[config.mk]
export PLATFORM = sky130hd
export DESIGN_NAME = muxn_rr_sel
export DESIGN_NICKNAME = d
export VERILOG_FILES = /design/src/rtl/muxn_rr_sel.sv
export SDC_FILE = /design/constraint.sdc
export NUM_CORES = 1
export LEC_CHECK = 0
export CAP_MARGIN = 20
export CORE_ASPECT_RATIO = 0.9
export CORE_UTILIZATION = 33
export DETAILED_ROUTE_END_ITERATION = 12
export PLACE_DENSITY = 0.76
export SLEW_MARGIN = 20
export SYNTH_ARGS = -nofsm -noshare
export SYNTH_HDL_FRONTEND = slang
export SYNTH_SLANG_ARGS = --single-unit
[constraint.sdc]
create_clock -name clk -period 1.83 [get_ports clk]
set_input_delay 0.2745 -clock clk [delete_from_list [all_inputs] [get_ports clk]]
set_output_delay 0.2745 -clock clk [all_outputs]
set_load 0.02 [all_outputs]
[src/rtl/muxn_rr_sel.sv]
// Registered N-channel data selector with manual and round-robin grant modes.
// One-deep output register with valid/ready handshake and combinational per-channel ack.
module muxn_rr_sel #(
    parameter int unsigned N_CH  = 4,
    parameter int unsigned WIDTH = 8,
    parameter int unsigned SEL_W = $clog2(N_CH)
) (
    input  logic                  clk,
    input  logic                  rst,
    input  logic [N_CH*WIDTH-1:0] in_data,
    input  logic [N_CH-1:0]       in_valid,
    output logic [N_CH-1:0]       in_ack,
    input  logic                  mode,
    input  logic [SEL_W-1:0]      sel,
    output logic [WIDTH-1:0]      out_data,
    output logic [SEL_W-1:0]      out_ch,
    output logic                  out_valid,
    input  logic                  out_ready,
    output logic                  sel_err
);

    localparam int unsigned N_PAD = 1 << SEL_W;

    logic [WIDTH-1:0] ch_data [N_CH];
    logic [N_PAD-1:0] valid_ext;
    logic [SEL_W-1:0] rr_ptr;
    logic [SEL_W-1:0] rr_idx;
    logic             rr_vld;
    logic             sel_bad;
    logic             man_vld;
    logic [SEL_W-1:0] grant_idx;
    logic             grant_vld;
    logic             slot_free;
    logic             load;
    logic [SEL_W-1:0] ptr_next;

    for (genvar i = 0; i < N_CH; i++) begin : g_unpack
        assign ch_data[i] = in_data[i*WIDTH +: WIDTH];
    end

    // Padding lets an out-of-range sel index the valid vector safely.
    assign valid_ext = N_PAD'(in_valid);
    assign sel_bad   = (32'(sel) >= N_CH);
    assign man_vld   = !sel_bad && valid_ext[sel];

    // First valid channel at or after rr_ptr, wrapping modulo N_CH.
    always_comb begin
        logic [SEL_W-1:0] cand;
        cand   = '0;
        rr_vld = 1'b0;
        rr_idx = '0;
        for (int unsigned k = 0; k < N_CH; k++) begin
            cand = SEL_W'((32'(rr_ptr) + k) % N_CH);
            if (!rr_vld && in_valid[cand]) begin
                rr_vld = 1'b1;
                rr_idx = cand;
            end
        end
    end

    always_comb begin
        grant_vld = 1'b0;
        grant_idx = '0;
        if (mode) begin
            grant_vld = rr_vld;
            grant_idx = rr_idx;
        end else begin
            grant_vld = man_vld;
            grant_idx = sel;
        end
    end

    assign slot_free = !out_valid || out_ready;
    assign load      = !rst && slot_free && grant_vld;
    assign in_ack    = load ? (N_CH'(1) << grant_idx) : '0;
    assign ptr_next  = (32'(grant_idx) == N_CH - 1) ? '0 : grant_idx + 1'b1;

    always_ff @(posedge clk) begin
        if (rst) begin
            out_data  <= '0;
            out_ch    <= '0;
            out_valid <= 1'b0;
            sel_err   <= 1'b0;
            rr_ptr    <= '0;
        end else begin
            sel_err <= !mode && sel_bad;
            if (load) begin
                out_data  <= ch_data[grant_idx];
                out_ch    <= grant_idx;
                out_valid <= 1'b1;
                if (mode) begin
                    rr_ptr <= ptr_next;
                end
            end else if (out_valid && out_ready) begin
                out_valid <= 1'b0;
            end
        end
    end

    // Ack is one-hot at most and only for channels offering a word.
    a_ack_onehot : assert property (@(posedge clk) $onehot0(in_ack));
    a_ack_valid  : assert property (@(posedge clk) (in_ack & ~in_valid) == '0);

endmodule
==> results of run 1 <==
==> final cells by class <==
cell class | instances | share of cell area, %
repair buffers | 87 | 43.9
well taps | 38 | 2.42
flip-flops and latches | 13 | 13.6
multi-input cells | 73 | 37.0
inverters | 9 | 1.72
clock buffers | 4 | 1.34
==> critical path: stages, from the launching register on <==
cell and delay, ns:
dfxtp_4 0.36, nand4bb_4 0.21, a2111oi_4 0.44, a311oi_4 0.10
buf_4 0.17, nor3b_2 0.16, buf_4 0.17
==> cells in the mapped netlist, drive strengths merged <==
cell type / number
ha: 1
or3: 2
mux2i: 18
o221ai: 10
a221oi: 2
nand2: 2
conb: 1
dfxtp: 13
nor2: 8
mux4: 1
nand3b: 9
or2: 1
nor3b: 1
a21oi: 3
o31a: 1
clkbuf: 2
nor2b: 2
o21bai: 1
a21boi: 1
a311oi: 1
inv: 9
nand4bb: 2
and2: 1
o211ai: 1
buf: 4
a2111oi: 1
o21ai: 2
nor4: 1
==> layer usage <==
| metal | up-vias | share of wire (%) | wire length, µm |
|---|---|---|---|
| met5 | - | 0 | 0 |
| met4 | 0 | 1.1 | 39 |
| met3 | 4 | 4.3 | 153 |
| met2 | 33 | 52 | 1860 |
| met1 | 525 | 43 | 1520 |
| li1 | 554 | - | - |
==> state kept, by name (all words and copies together), names as in the netlist <==
name       count
out_valid      1
out_data       8
rr_ptr         2
out_ch         2
==> through the flow <==
stage | instance area [µm²] | total power [mW] | hold WS (ns) | setup TNS (ns)
3_3_place_gp | 1640 | 0.822 | 0.479 | -9.70
5_1_grt | 1970 | 1.23 | 0.418 | -4.04
6_report | 1970 | 1.16 | 0.427 | -3.03
2_1_floorplan | 951 | 0.589 | 0.479 | -0.0131
4_1_cts | 1880 | 1.10 | 0.423 | -2.79
3_5_place_dp | 1640 | 0.830 | 0.479 | -11.44
==> logic make-up (layout without fill, tap and decap cells) <==
kind of cell / after synthesis / in the layout
fa+ha+maj: 1 / 1
other cells: 1 / 1
mux: 19 / 19
buf+inv: 15 / 100
simple gates: 29 / 29
flops: 13 / 13
compound gates: 23 / 23
==> timing repair <==
action                     in CTS  in global routing
setup buffers                  12                  3
cloned                          0                  1
pin swaps                      10                  6
hold endpoints to repair        0                  0
resized for setup              62                  6
setup endpoints to repair      15                 14
==> worst paths after layout <==
path / startpoint / end
worst max-delay path: rr_ptr[1] / in_ack[1]
worst min-delay path: out_ready / out_valid
worst max register to register: rr_ptr[1] / out_data[0]
worst min register to register: out_data[1] / out_data[1]
==> power by group through the flow <==
stage / clock network [mW] / registers [mW] / logic, mW
global placement: 0 / 0.354 / 0.468
finish: 0.185 / 0.352 / 0.624
detailed placement: 0 / 0.356 / 0.474
global route: 0.210 / 0.356 / 0.660
floorplan: 0 / 0.397 / 0.191
CTS: 0.191 / 0.350 / 0.563
==> reports/metrics.yaml, run 1 <==
status: "complete, but fails checks"
violations: "setup timing"
cts_max_path_buffers: 2
fin_skew_ns: 0.00249
grt_pass1_vias: 1166
routedWlPerCell_um: 15.9
synth.distinct_cells: 32
yosys_warnings: 0
synth_xor_area_share_pct: 0
top_level_ports: 58
hold_buffers: 0
cts_tree: "yes"
drt-initial-drc-count: 24
portBuffers: 56
ff2ff_path_depth: 9
p_seq_share_pct: 30.3
path_class: "register to primary output"
fmax_mhz: 462
synth_area_leaders: "dfxtp_1 28%, mux2i_1 19%, o221ai_1 9.4%"
fp.dieW_um: 58.1
rsz0062_at_grt: "true"
p_switching_mw: 0.391
die_area_mm2: 0.00305
dr.pass1.iters: 5
syn_avg_cell_area_um2: 9.25
rows: 17
nets: 230
multi_input_area_um2: 728
grt_use_met3_pct: 4.69
detail-route-antenna-nets: 0
wl_mm: 3.57
grt_overflow_total: 0
antenna_cells: 0
grt_use_met2_pct: 42.9
path_clk_slew_ns: 0.08
p_per_area_mw_per_mm2: 590
yosys.area.top_type_share_pct: 27.8
syn_inst: 101
cp-end-kind: "primary output"
timing.final.hold_violations: 0
gr-usage-all-layers_pct: 23.8
routed_via_density: 4.98
grtUsageMet1_pct: 27.5
p_sw_share_pct: 33.7
core_area_mm2: 0.00257
worstPathRequired_ns: 1.56
hold_class: "primary input to register"
grt_pass1_wl_mm: 5.29
yosysSeqAreaShare_pct: 27.8
clock_sinks: 13
instances_no_fill: 224
peakVddDrop_uv: 389
start_util_pct: 36.3
regArea_um2: 268
min_period_ns: 2.16
clk_latency_ns: 0.28
power_leakage_nw: 0.808
antenna_found_initial: 0
r2r_setup_slack_ns: -0.28
p_comb_share_pct: 53.8
cts_root_buffer: "clkbuf_4"
htree_levels: 1
synth.mux.area_fraction_pct: 22.1
synth_nets: 144
synth_compound_area_share_pct: 21.0
grt_start_max_net_pins: 14
synth_top_family_by_area: "multiplexers"
yosysTopAreaCell: "dfxtp_1"
layout_setup_ws_ns: -0.335
place_congestion: 0.715
drc_errors: 0
vias: 1116
hpwl_mm: 2.24
hold_depth: 4
drv_cap: 0
nFillCells: 177
final_common_cell: "clkdlybuf4s50_1"
clkPwrFrac_pct: 15.9
setup_violations: 13
ys_ff_latch: 13
post-route-util_pct: 76.4
post_synth_instance_area_um2: 935
drive_gt1_share_pct: 35.5
synth_fa_ha_area_share_pct: 1.34
p_int_mw: 0.770
numCtsBuffers: 3
worstPathMaxFanout: 3
drv_slew: 0
fin_crit_sh_pct: 118
cp-start-kind: "register"
pre_cts_ws_ns: -1.15
die_y_um: 52.5
syn2layout_area_growth_pct: 110
placedCellCount: 204
arrival_ns: 1.89
synth-simple-area-share_pct: 19.1
busiest_layer: "met2"
final_cell_mix: "45 x clkdlybuf4s50_1, 23 x buf_4, 17 x mux2i_1, 11 x dfxtp_1, 9 x nand3b_1"
Power figures use the tool's default switching activity.
==> run 2: changes to the inputs <==
--- a/config.mk
+++ b/config.mk
@@ -7,9 +7,9 @@
 export LEC_CHECK = 0
 export CAP_MARGIN = 20
 export CORE_ASPECT_RATIO = 0.9
-export CORE_UTILIZATION = 33
+export CORE_UTILIZATION = 30
 export DETAILED_ROUTE_END_ITERATION = 12
-export PLACE_DENSITY = 0.76
+export PLACE_DENSITY = 0.7
 export SLEW_MARGIN = 20
 export SYNTH_ARGS = -nofsm -noshare
 export SYNTH_HDL_FRONTEND = slang
==> reports/metrics.yaml, run 2 (same netlist as run 1, synthesis figures left out) <==
fp.dieW_um: 60.8  # +4.7%
drv_slew: 0  # unchanged
detail-route-antenna-nets: 0  # unchanged
wl_mm: 3.30  # -7.7%
htree_levels: 1  # unchanged
grt_pass1_vias: 1081  # -7.3%
drc_errors: 0  # unchanged
r2r_setup_slack_ns: -0.13  # +0.15 ns
rsz0062_at_grt: "true"
drt-initial-drc-count: 34  # +42%
path_class: "register to primary output"
clk_latency_ns: 0.28  # about the same
peakVddDrop_uv: 496  # +27%
antenna_cells: 0  # unchanged
cp-end-kind: "primary output"
gr-usage-all-layers_pct: 20.8  # -3.0 points
grt_start_max_net_pins: 14  # unchanged
fin_crit_sh_pct: 119  # +0.38 points
timing.final.hold_violations: 0  # unchanged
die_y_um: 55.0  # +4.7%
drive_gt1_share_pct: 31.1  # -4.4 points
place_congestion: 0.746  # +4.3%
violations: "setup timing"
worstHoldEndpoint: "out_valid"
r2r_end: "out_data[1]"
cp-start-kind: "register"
hold_class: "primary input to register"
min_period_ns: 2.17  # +0.00698 ns
final_cell_mix: "45 x clkdlybuf4s50_1, 17 x mux2i_1, 16 x buf_4, 11 x dfxtp_1"
grt_pass1_wl_mm: 5.01  # -5.2%
routed_via_density: 4.97  # -0.20%
clock_sinks: 13  # unchanged
tns_ns: -1.85  # +1.18 ns
total_power_mw: 1.12  # -3.5%
path_clk_slew_ns: 0.09  # about the same
hpwl_mm: 2.21  # -1.3%
top_level_ports: 58  # unchanged
dr.pass1.iters: 4  # -1
pre_cts_ws_ns: -1.11  # +0.0408 ns
fin_skew_ns: 0.00438  # +0.00188 ns
final_common_cell: "clkdlybuf4s50_1"
rows: 18  # +1
multi_input_area_um2: 716  # -1.7%
power_leakage_nw: 0.763  # -5.5%
fmax_mhz: 460  # -0.32%
worstPathMaxFanout: 4  # +1
nets: 221  # -3.9%
hold_start: "out_ready"
antenna_found_initial: 0  # unchanged
core_area_mm2: 0.00286  # +11%
grt_overflow_total: 0  # unchanged
cts_max_path_buffers: 2  # unchanged
critPathLaunch: "rr_ptr[1]"
top_regs: "out_data (8), out_ch (2), rr_ptr (2)"
portBuffers: 56  # unchanged
cts_root_buffer: "clkbuf_4"
syn2layout_area_growth_pct: 100
worstPathRequired_ns: 1.56  # about the same
largest_reg_flops: 8  # unchanged
routedWlPerCell_um: 15.2  # -4.8%
vias: 1079  # -3.3%
die_area_mm2: 0.00334  # +9.6%
hold_depth: 4  # unchanged
hold_buffers: 0  # unchanged
p_per_area_mw_per_mm2: 599  # +1.5%
start_util_pct: 32.7  # -3.6 points
drv_cap: 0  # unchanged
layout_setup_ws_ns: -0.342  # -0.00698 ns
arrival_ns: 1.90  # about the same
rr_startpoint: "rr_ptr[1]"
numCtsBuffers: 3  # unchanged
cts_tree: "yes"
status: "complete, but fails checks"
regArea_um2: 268  # unchanged
setup_violations: 12  # -1
regMostFlops: "out_data"
ff2ff_path_depth: 8  # -1
nFillCells: 243  # +37%
-- run 2: cell types whose count changed in the layout (fill, tap and decap cells not counted), sizes merged --
cell,before,now
buf,34,26
dlygate4sd2,5,3
dlymetal6s2s,0,1
-- run 2: worst max-delay path by stage --
| stage | end | depth (start not counted) | slack (ns) |
|---|---|---|---|
| floorplan | in_ack[1] | 5 | -0.01 |
| global route | in_ack[1] | 6 | -0.45 |
| CTS | in_ack[1] | 6 | -0.34 |
| finish | in_ack[1] | 6 | -0.34 |
| detailed placement | in_ack[0] | 7 | -1.11 |
| global placement | in_ack[0] | 7 | -1.06 |
-- run 2: metrics by stage --
step	cells	utilization, %	hold slack [ns]	area (µm²)
2_1_floorplan	101	-	0.479	951
3_3_place_gp	204	56.9	0.479	1630
3_5_place_dp	204	56.9	0.489	1630
4_1_cts	220	65.7	0.513	1880
5_1_grt	217	65.4	0.341	1870
6_report	217	65.4	0.317	1870
-- run 2: metal layers --
metal | vias up | GRT usage (%) | share of wire [%]
met1 | 513 | 26.8 | 45
met5 | - | 0 | 0
li1 | 532 | - | -
met4 | 0 | 3.03 | 0.36
met3 | 2 | 4.65 | 3.6
met2 | 32 | 36.3 | 51
-- run 2: cell type report --
class | count | area share [%]
Inverter | 9 | 1.81
Clock buffer | 4 | 1.40
Timing Repair Buffer | 78 | 41.5
Multi-Input combinational cell | 73 | 38.3
Tap cell | 40 | 2.68
Sequential cell | 13 | 14.3
-- run 2: repair_timing --
item                       CTS  global route
setup buffers               11             0
gates resized for setup     55            13
pin swaps                    7            13
setup endpoints to repair   15            14
cloned                       1             0
-- run 2: critical path: stages, from the launching register on --
cell	delay, ns
dfxtp_4	0.37
nand4bb_4	0.21
a2111oi_4	0.45
a311oi_4	0.08
buf_4	0.17
nor3b_2	0.16
buf_4	0.17
-- run 2: power breakdown --
part | leakage, nW | internal, mW | switching, mW
sequential | 0.109 | 0.324 | 0.0286
clock | 0.0150 | 0.0847 | 0.107
combinational | 0.639 | 0.333 | 0.243
